**src/rtl/keypad_scan_encoder.sv**
```systemverilog
// Keypad scanner: steps the 12:1 mux select, debounces press/release,
// and reports one registered key code per accepted press.
module keypad_scan_encoder #(
  parameter int DWELL    = 4,
  parameter int DEBOUNCE = 3
) (
  input  logic       clk,
  input  logic       rst_n,
  input  logic       scan_en,
  input  logic       key_in,
  output logic [3:0] sel_out,
  output logic [3:0] key_code,
  output logic       key_valid,
  output logic       key_busy
);

  localparam int DW = (DWELL > 1) ? $clog2(DWELL) : 1;
  localparam int HW = $clog2(DEBOUNCE + 1);

  localparam logic [DW-1:0] DW_LAST = DW'(DWELL - 1);
  localparam logic [HW-1:0] DB_N    = HW'(DEBOUNCE);
  localparam logic [HW-1:0] DB_ONE  = HW'(1);

  typedef enum logic [1:0] {
    SCAN = 2'd0,
    DEB  = 2'd1,
    HELD = 2'd2
  } state_t;

  state_t        state;
  logic [DW-1:0] dwell;
  logic [HW-1:0] hits;
  logic [HW-1:0] rel;

  logic       sample;
  logic [3:0] next_sel;

  assign sample   = (dwell == DW_LAST);
  assign next_sel = (sel_out == 4'd11) ? 4'd0 : sel_out + 4'd1;

  always_ff @(posedge clk or negedge rst_n) begin
    if (!rst_n) begin
      state     <= SCAN;
      dwell     <= '0;
      hits      <= '0;
      rel       <= '0;
      sel_out   <= 4'd0;
      key_code  <= 4'd0;
      key_valid <= 1'b0;
      key_busy  <= 1'b0;
    end else begin
      key_valid <= 1'b0;
      unique case (state)
        SCAN: begin
          if (scan_en) begin
            if (sample) begin
              dwell <= '0;
              if (key_in) begin
                if (DB_N == DB_ONE) begin
                  key_code  <= sel_out;
                  key_valid <= 1'b1;
                  key_busy  <= 1'b1;
                  rel       <= '0;
                  hits      <= '0;
                  state     <= HELD;
                end else begin
                  hits  <= DB_ONE;
                  state <= DEB;
                end
              end else begin
                sel_out <= next_sel;
              end
            end else begin
              dwell <= dwell + DW'(1);
            end
          end
        end
        DEB: begin
          // Losing scan_en abandons the candidate but keeps the select
          if (!scan_en) begin
            dwell <= '0;
            hits  <= '0;
            state <= SCAN;
          end else if (sample) begin
            dwell <= '0;
            if (key_in) begin
              if (hits + DB_ONE == DB_N) begin
                key_code  <= sel_out;
                key_valid <= 1'b1;
                key_busy  <= 1'b1;
                rel       <= '0;
                hits      <= '0;
                state     <= HELD;
              end else begin
                hits <= hits + DB_ONE;
              end
            end else begin
              hits    <= '0;
              sel_out <= next_sel;
              state   <= SCAN;
            end
          end else begin
            dwell <= dwell + DW'(1);
          end
        end
        HELD: begin
          if (sample) begin
            dwell <= '0;
            if (key_in) begin
              rel <= '0;
            end else if (rel + DB_ONE == DB_N) begin
              rel      <= '0;
              key_busy <= 1'b0;
              sel_out  <= next_sel;
              state    <= SCAN;
            end else begin
              rel <= rel + DB_ONE;
            end
          end else begin
            dwell <= dwell + DW'(1);
          end
        end
        default: begin
          state <= SCAN;
        end
      endcase
    end
  end

endmodule
```
**config.mk**
```make
export PLATFORM = sky130hd
export DESIGN_NAME = keypad_scan_encoder
export DESIGN_NICKNAME = d
export VERILOG_FILES = /design/src/rtl/keypad_scan_encoder.sv
export SDC_FILE = /design/constraint.sdc
export NUM_CORES = 1
export LEC_CHECK = 0
export CORE_UTILIZATION = 45
export CTS_CLUSTER_DIAMETER = 80
export CTS_CLUSTER_SIZE = 28
export DETAILED_ROUTE_END_ITERATION = 16
export GPL_ROUTABILITY_DRIVEN = 0
export PLACE_DENSITY = 0.77
export SLEW_MARGIN = 15
export SYNTH_ARGS = -nofsm -noshare
export SYNTH_HDL_FRONTEND = slang
export SYNTH_SLANG_ARGS = --single-unit
```
**constraint.sdc**
```tcl
create_clock -name clk -period 1.7 [get_ports clk]
set_input_delay 0.17 -clock clk [delete_from_list [all_inputs] [get_ports clk]]
set_output_delay 0.17 -clock clk [all_outputs]
set_load 0.03 [all_outputs]
```
==> results of run 1 <==
repair_timing:
| action | in CTS | in global routing |
|---|---|---|
| endpoints found under the setup margin | 0 | 1 |
| buffers inserted | 0 | 0 |
| gates resized for setup | 0 | 1 |
| hold endpoints to repair | 0 | 0 |
power by group through the flow:
| stage | clock network, mW | registers (mW) | logic (mW) |
|---|---|---|---|
| floorplan | 0 | 0.627 | 0.221 |
| global placement | 0 | 0.585 | 0.387 |
| detailed placement | 0 | 0.587 | 0.402 |
| CTS | 0.264 | 0.580 | 0.405 |
| global route | 0.283 | 0.594 | 0.460 |
| finish | 0.256 | 0.582 | 0.404 |
stage by stage:
stage	util	instance area, um^2	hold slack (ns)	TNS, ns
floorplan	-	945	-0.126	0
global placement	0.585	1150	0.475	0
detailed placement	0.585	1150	0.483	-0.0363
CTS	0.604	1180	0.203	0
global route	0.605	1190	0.223	0
finish	0.605	1190	0.200	0
layer usage:
metal / track usage / up-vias / part of all wire
li1: - / 340 / -
met1: 0.218 / 339 / 0.45
met2: 0.330 / 11 / 0.50
met3: 0.0226 / 2 / 0.036
met4: 0.0667 / 0 / 0.0076
met5: 0 / - / 0
sequential cells by signal, summed over array words and instances (netlist names):
| name | cells |
|---|---|
| sel_out | 4 |
| rel | 2 |
| key_valid | 1 |
| key_busy | 1 |
| key_code | 4 |
| state | 2 |
| hits | 2 |
| dwell | 2 |
worst paths after layout:
check                            from          end  slack, ns  cells past startpoint
setup / recovery           sel_out[0]   sel_out[0]       0.08                      1
min in group clk             key_busy     key_busy       0.51                      1
max in group asynchronous       rst_n  key_code[3]       1.31                      2
setup reg to reg             dwell[1]   sel_out[2]       0.13                      5
hold reg to reg              key_busy     key_busy       0.51                      1
hold / removal                  rst_n     dwell[1]       0.20                      2
layout make-up:
cell class / count / area share
inverters: 4 / 0.0126
repair buffers: 20 / 0.164
flip-flops and latches: 18 / 0.379
multi-input cells: 57 / 0.385
well taps: 27 / 0.0285
clock buffers: 4 / 0.0306
kinds of logic (layout without fill, tap and decap cells):
| family | after synthesis | after routing | share of synthesized area |
|---|---|---|---|
| flops | 18 | 18 | 0.477 |
| simple gates | 27 | 27 | 0.181 |
| compound gates | 20 | 20 | 0.151 |
| fa+ha+maj | 2 | 2 | 0.0265 |
| mux | 8 | 8 | 0.122 |
| buf+inv | 8 | 28 | 0.0424 |
cells in the final DEF (no fill, tap or decap), types with 2 or more instances in the layout:
cell and instances:
and4bb_2 2, inv_1 4, dfrtp_1 18, clkdlybuf4s50_1 13
mux2_2 2, o21ai_0 2, nor2_1 6, o22ai_1 2
mux2_4 4, nand2_1 6, clkbuf_4 3, a21oi_1 4
buf_4 6, a21o_1 3, nand3_1 3, nor2b_1 2
a31oi_1 2
==> results by stage, run 1 <==
Setup path:
- The critical path class is reg -> out.
- The worst-path maximum fanout is 6.
- The total buffers and inverters traversed by the critical path is 1.
- The endpoint type of the worst setup path is an output pin.
- Among all stages on the critical path, the largest delay is contributed by clkdlybuf4s50_1.
- For the worst setup path, the data arrival time is 1.45 ns.
- The nature of the critical path startpoint is a flop.
- The delay of the slowest critical-path stage is 0.71 ns.
- The cell type group with the largest total delay on the critical path is buffers and inverters.
- The signal on the critical path passes through clkdlybuf4s50_1.
- The data required time of the worst path is 1.53 ns.

STA:
- Setup repair after global routing left no endpoint under its margin.
- The final number of max-transition violations is 0.
- The routed design could run at a clock period as short as 1.62 ns.
- The final hold violation count is 0.
- Measured against its own limit, the worst slew margin works out to 0.788.
- Across all setup checks in the final design, the least slack found is 0.0752 ns.
- Derived from the worst setup path, the maximum achievable clock frequency is 615 MHz.
- For the pin with the worst max-slew slack, the measured transition is 0.318 ns.
- For the final database, setup skew stands at 0.00138 ns.
- The period utilization is 0.956.
- The final number of setup-violating endpoints is 0.

Detailed routing:
- For this block, the routed nets add up to 1710 um of wire.
- Using the TritonRoute via totals, the vias-per-cell ratio works out to 5.32.
- The first detailed-routing pass ran for 3 iterations.
- The number of antenna-violating nets in the routed design is 0.
- The routed length per instance is 13.2 um.
- The first routing iteration left 2 violations.
- The final route contains 692 vias.
- After detailed routing, the number of remaining DRC violations is 0.

Pwr:
- The sequential share of power is 0.468.
- The internal power of the cells is 0.827 mW.
- The share of total power dissipated in combinational logic is 0.325.
- The leakage power is 0.516 nW.
- IR analysis of the VDD net gives a maximum drop of 789 uV.
- In this run the power spent charging and discharging nets is 0.416 mW.
- The switching part of the total power is 0.335.
- Dividing total power by cell area gives a power density of 1050 nW/um^2.
- The power after layout is 1.24 mW.
- The clock share of power is 0.206.

CTS:
- The number of H-tree levels is 1.
- The clock sink count is 18.
- The number of clock buffers inserted by TritonCTS is 3.
- The register clock-pin slew on the reported worst setup and hold paths is 0.10 ns.
- The root buffer cell is clkbuf_4.
- TritonCTS built the clock tree.
- Clock latency on the worst-skew pair, taken at its later pin, is 0.28 ns.
- The maximum clock insertion buffer count is 2.
- Buffers inserted to repair hold after CTS numbered 0.

Logic synthesis:
- The area share of the largest cell type after synthesis is 0.477.
- dfrtp_1 is the most common cell in the netlist.
- Summed over all instances, the cell type with the most area after synthesis is dfrtp_1.
- Ranked by total cell area, the synthesized netlist is headed by dfrtp_1 48%, mux2_4 6.4%, and4bb_2 2.6%.
- Synthesis handed over a netlist of 83 instances.
- In the synthesized netlist the dominant register cell turns out to be dfrtp_1.
- A synthesized cell averages 11.4 um^2.
- For this run, asynchronously set or reset flops after synthesis account for 1.00.
- The mapped netlist covers 945 um^2.
- After synthesis the netlist holds a flip-flop and latch count of 18.
- The Yosys step of the flow raised 0 warnings.
- In the synthesized netlist, the cells that appear most often are 18 x dfrtp_1, 6 x nand2_1, 6 x nor2_1.
- The share of the yosys chip area belonging to registers is 0.477.
- The netlist uses 34 different library cells.
- The net count after synthesis is 89.
- Counting flops with a built-in enable in the synthesized netlist gives 0.

Place:
- In this run, placement finished with an instance count of 126.
- The HPWL after detailed placement is 1270 um.
- The count of buffers added on input and output ports is 13.
- The placement-stage worst setup slack is -0.0183 ns.

Die:
- The floorplan has 16 rows.
- The die covers 2290 um^2.
- The die width is 47.8 um.
- The placeable core region is 1960 um^2.
- Pin placement for this block handled 14 I/O pins.
- For this configuration, the core starts out at a cell density of 0.482.
- In this run the vertical extent of the chip is 47.8 um.

Global routing:
- The global-route wire length before repair is 2900 um.
- The number of global-route vias before repair came to 706.
- The overall track demand over capacity in global routing is 0.181.
- The number of antenna violations at the first check in global routing is 0.
- The total overflow left after global routing is 0.
- Entering global routing, the biggest net connects 19 pins.

Min path:
- The worst hold path class is in -> async.

Flow run:
- The tool flagged a number of max-cap violations equal to 0.

Outcome:
- The run finished with clean final reports.

Finish:
- At the end of the flow, the number of nets in the layout was 110.
- The filler cell count is 185.
- The number of antenna cells inserted is 0.
- The sequential standard cell area is 450 um^2.
- Summing all multi-input logic gate instances after layout gives 457 um^2.
- The area growth from synthesis to layout is 25.7%.
- Of the cells placed in the final design, the portion with a size suffix greater than 1 is 0.252.
- The finished layout holds 130 standard cells, fillers aside.
No activity file was read; power rests on OpenSTA's default activity.
==> run 2, diff against run 1 <==
--- a/config.mk
+++ b/config.mk
@@ -5,12 +5,13 @@
 export SDC_FILE = /design/constraint.sdc
 export NUM_CORES = 1
 export LEC_CHECK = 0
-export CORE_UTILIZATION = 45
+export CORE_UTILIZATION = 43
 export CTS_CLUSTER_DIAMETER = 80
 export CTS_CLUSTER_SIZE = 28
 export DETAILED_ROUTE_END_ITERATION = 16
 export GPL_ROUTABILITY_DRIVEN = 0
-export PLACE_DENSITY = 0.77
+export HOLD_SLACK_MARGIN = 0.15
+export PLACE_DENSITY = 0.74
 export SLEW_MARGIN = 15
 export SYNTH_ARGS = -nofsm -noshare
 export SYNTH_HDL_FRONTEND = slang
==> constraint.sdc (replaced) <==
create_clock -name clk -period 1.4 [get_ports clk]
set_input_delay 0.14 -clock clk [delete_from_list [all_inputs] [get_ports clk]]
set_output_delay 0.14 -clock clk [all_outputs]
set_load 0.03 [all_outputs]
==> run 2 against run 1 <==
  * The flow now finishes with violations (setup timing)
  * Worst setup slack got worse by 0.20 ns
  * Core utilization is 7.0 points higher
  * Sequential share of layout area shrank 4.9 points
  * Routed wire length is 24% higher
  * Clock-buffer cell count unchanged
  * Critical path type is now reg -> reg
  * Largest cell class unchanged
==> results by stage, run 2 (synthesized netlist as in run 1, its figures left out) <==
Setup path:
- The depth of the worst register-to-register path was 5 (unchanged).
- Tracing the worst setup path back leads to its startpoint at dwell[1].
- The delay of the slowest critical-path stage is 0.40 ns (-0.31 ns).
- The minimum setup slack among reg-to-reg paths is -0.12 ns (-0.25 ns).
- The endpoint identified for the worst register-to-register timing path is sel_out[2].
- The data required time of the worst path is 1.59 ns (+0.06 ns).
- The cell type group with the largest total delay on the critical path is simple AND/OR/NAND/NOR gates.
- Walking the worst path, the cells encountered are ha_4 -> and4bb_2 -> a21oi_4 -> nor2b_2 -> mux2_2.
- The nature of the critical path startpoint is a flop.
- The cell count along the critical path is 5 (+4).
- The startpoint of the lowest-slack register-to-register path is dwell[1].
- The arrival time reported for the critical path endpoint is 1.71 ns (+0.26 ns).
- The critical path in this run is classified as reg -> reg.
- The critical path ends at sel_out[2].
- The worst-path maximum fanout came to 6 (unchanged).
- The library cell contributing the largest single delay on the critical path is dfrtp_1.
- The endpoint type of the worst setup path is a flop.
- The total buffers and inverters traversed by the critical path is 0 (-1).

Detailed routing:
- The via count is 791 (+14%).
- The detailed-route wire length is 2130 um (+24%).
- The detailed-route vias per instance was 5.27 (-0.93%).
- The routed length per instance is 14.2 um (+7.7%).
- The first-iteration detailed-routing DRC count is 14 (+12).
- The number of antenna-violating nets in the routed design is 0 (unchanged).
- The number of optimization iterations in the first detailed-route pass was 4 (+1).
- The residual DRC count is 0 (unchanged).

CTS:
- The register clock-pin slew on the reported worst setup and hold paths is 0.10 ns (about the same).
- TritonCTS built the clock tree.
- The number of H-tree levels came to 1 (unchanged).
- The maximum clock insertion buffer count was 2 (unchanged).
- The clock sink count came to 18 (unchanged).
- The clock insertion delay at the later pin of the skew report is 0.29 ns (about the same).
- The number of clock buffers inserted by TritonCTS was 3 (unchanged).
- The root buffer cell is clkbuf_4.
- The number of buffers inserted by hold repair at cts is 0 (unchanged).

Die:
- The starting density of the core was 0.467 (-0.0143).
- The total die area was 2390 um^2 (+4.5%).
- The top-level port count is 14 (unchanged).
- The die width is 48.9 um (+2.2%).
- The placeable core region is 2020 um^2 (+3.1%).
- The die outline height was 48.9 um (+2.2%).
- The number of rows created at floorplan was 16 (unchanged).

STA:
- The relative slew slack came to 0.797 (+0.00906).
- Setup repair after global routing could not meet its margin everywhere.
- The peak clock frequency supported by timing is 657 MHz.
- The routed design could run at a clock period as short as 1.52 ns.
- The final number of setup-violating endpoints is 11 (+11).
- The worst setup margin came to -0.121 ns (-0.196 ns).
- The final hold violation count was 0 (unchanged).
- The slew at the pin closest to its max-slew limit is 0.306 ns (-0.0117 ns).
- Dividing the final minimum period by the clock period gives 1.09.
- The final number of max-transition violations was 0 (unchanged).
- The maximum clock skew at final layout was 0.00228 ns (+0.000896 ns).

Finish:
- The post-layout net count is 130 (+18%).
- The largest registers in the layout are key_code (4), sel_out (4).
- The filler cell count is 148 (-20%).
- Leaving out fill and tap cells, the most frequent cell in the layout is buf_4.
- The synthesis-to-finish area growth is 44.5%.
- The area of the multi-input gates is 485 um^2 (+6.3%).
- The sequential standard cell area is 450 um^2 (unchanged).
- The final non-filler cell total is 150 (+15%).
- The library cells used most frequently in the layout, excluding fill and tap cells, are 23 x buf_4, 18 x dfrtp_1, 10 x dlygate4sd2_1, 6 x nand2_1, 6 x nor2_1.
- The layout cell share with drive strength beyond 1 was 0.398 (+0.146).
- The number of antenna cells inserted is 0 (unchanged).

Global routing:
- The number of global-route vias before repair is 811 (+15%).
- The number of antenna violations at the first check in global routing is 0 (unchanged).
- The total global routing overflow is 0 (unchanged).
- The global-route wire length before repair was 3660 um (+26%).
- The overall track demand over capacity in global routing is 0.199 (+0.0177).
- The maximum number of pins on one net before global-route repair is 19 (unchanged).

Outcome:
- The final reports fail on setup timing.
- The flow ran to the end, but the final reports show violations.

Min path:
- The worst hold path class is in -> async.

Pwr:
- The leakage power came to 0.671 nW (+30%).
- The ratio of total power to cell area came to 1290 nW/um^2 (+23%).
- The power after layout is 1.76 mW (+42%).
- The peak supply drop is 734 uV (-7.0%).

Place:
- The quantity of I/O buffers inserted on ports is 13 (unchanged).
- The sum of net half-perimeters after detailed placement is 1400 um (+9.7%).
- The number of placed cells counting well taps is 140 (+11%).

Flow run:
- The max-capacitance violation count is 0 (unchanged).
[run 2: cell types whose count changed in the layout (fill, tap and decap cells not counted), sizes merged]
cell	delta
clkdlybuf4s50	-10
dlygate4sd2	+10
buf	+20
[run 2: final cells by class]
| cell class | instances | area share |
|---|---|---|
| clock buffers | 4 | 0.0266 |
| inverters | 4 | 0.0110 |
| flip-flops and latches | 18 | 0.330 |
| repair buffers | 40 | 0.252 |
| well taps | 27 | 0.0247 |
| multi-input cells | 57 | 0.356 |
[run 2: repair_timing]
| item | in CTS | in global routing |
|---|---|---|
| buffers inserted | 5 | 1 |
| gates resized for setup | 14 | 5 |
| setup endpoints to repair | 23 | 14 |
| pin swaps | 4 | 2 |
| cloned | 0 | 0 |
[run 2: worst min path at each step]
stage	from	to	slack, ns	cells past startpoint
3_5_place_dp	key_busy	key_busy	0.47	1
2_1_floorplan	rst_n	dwell[0]	-0.16	0
6_report	rst_n	dwell[0]	0.16	2
4_1_cts	rst_n	dwell[0]	0.17	2
3_3_place_gp	key_busy	key_busy	0.46	1
5_1_grt	rst_n	sel_out[0]	0.19	2
[run 2: power by group]
part / switching, mW / internal [mW]
logic: 0.337 / 0.400
clock network: 0.164 / 0.158
registers: 0.0986 / 0.600
[run 2: stage by stage]
step	setup TNS, ns	setup slack, ns	hold WS [ns]	cell area, um^2	util
after floorplan	-0.886	-0.156	-0.156	955	-
after global placement	-2.04	-0.252	0.463	1260	0.623
after detailed placement	-2.56	-0.294	0.470	1260	0.623
after CTS	-0.766	-0.105	0.171	1340	0.663
after global routing	-1.56	-0.169	0.192	1370	0.675
final	-0.996	-0.121	0.161	1370	0.675
[run 2: routing by layer]
metal / vias to the layer above / track usage / wire length [um]
li1: 380 / - / -
met1: 394 / 0.249 / 990
met2: 15 / 0.354 / 1050
met3: 2 / 0.0374 / 70
met4: 0 / 0.0441 / 14
met5: - / 0 / 0
==> run 3, diff against run 2 <==
--- a/config.mk
+++ b/config.mk
@@ -9,7 +9,6 @@
 export CTS_CLUSTER_DIAMETER = 80
 export CTS_CLUSTER_SIZE = 28
 export DETAILED_ROUTE_END_ITERATION = 16
-export GPL_ROUTABILITY_DRIVEN = 0
 export HOLD_SLACK_MARGIN = 0.15
 export PLACE_DENSITY = 0.74
 export SLEW_MARGIN = 15
==> results of run 3 <==
Final layout, timing and power as in run 2 (identical DEF).
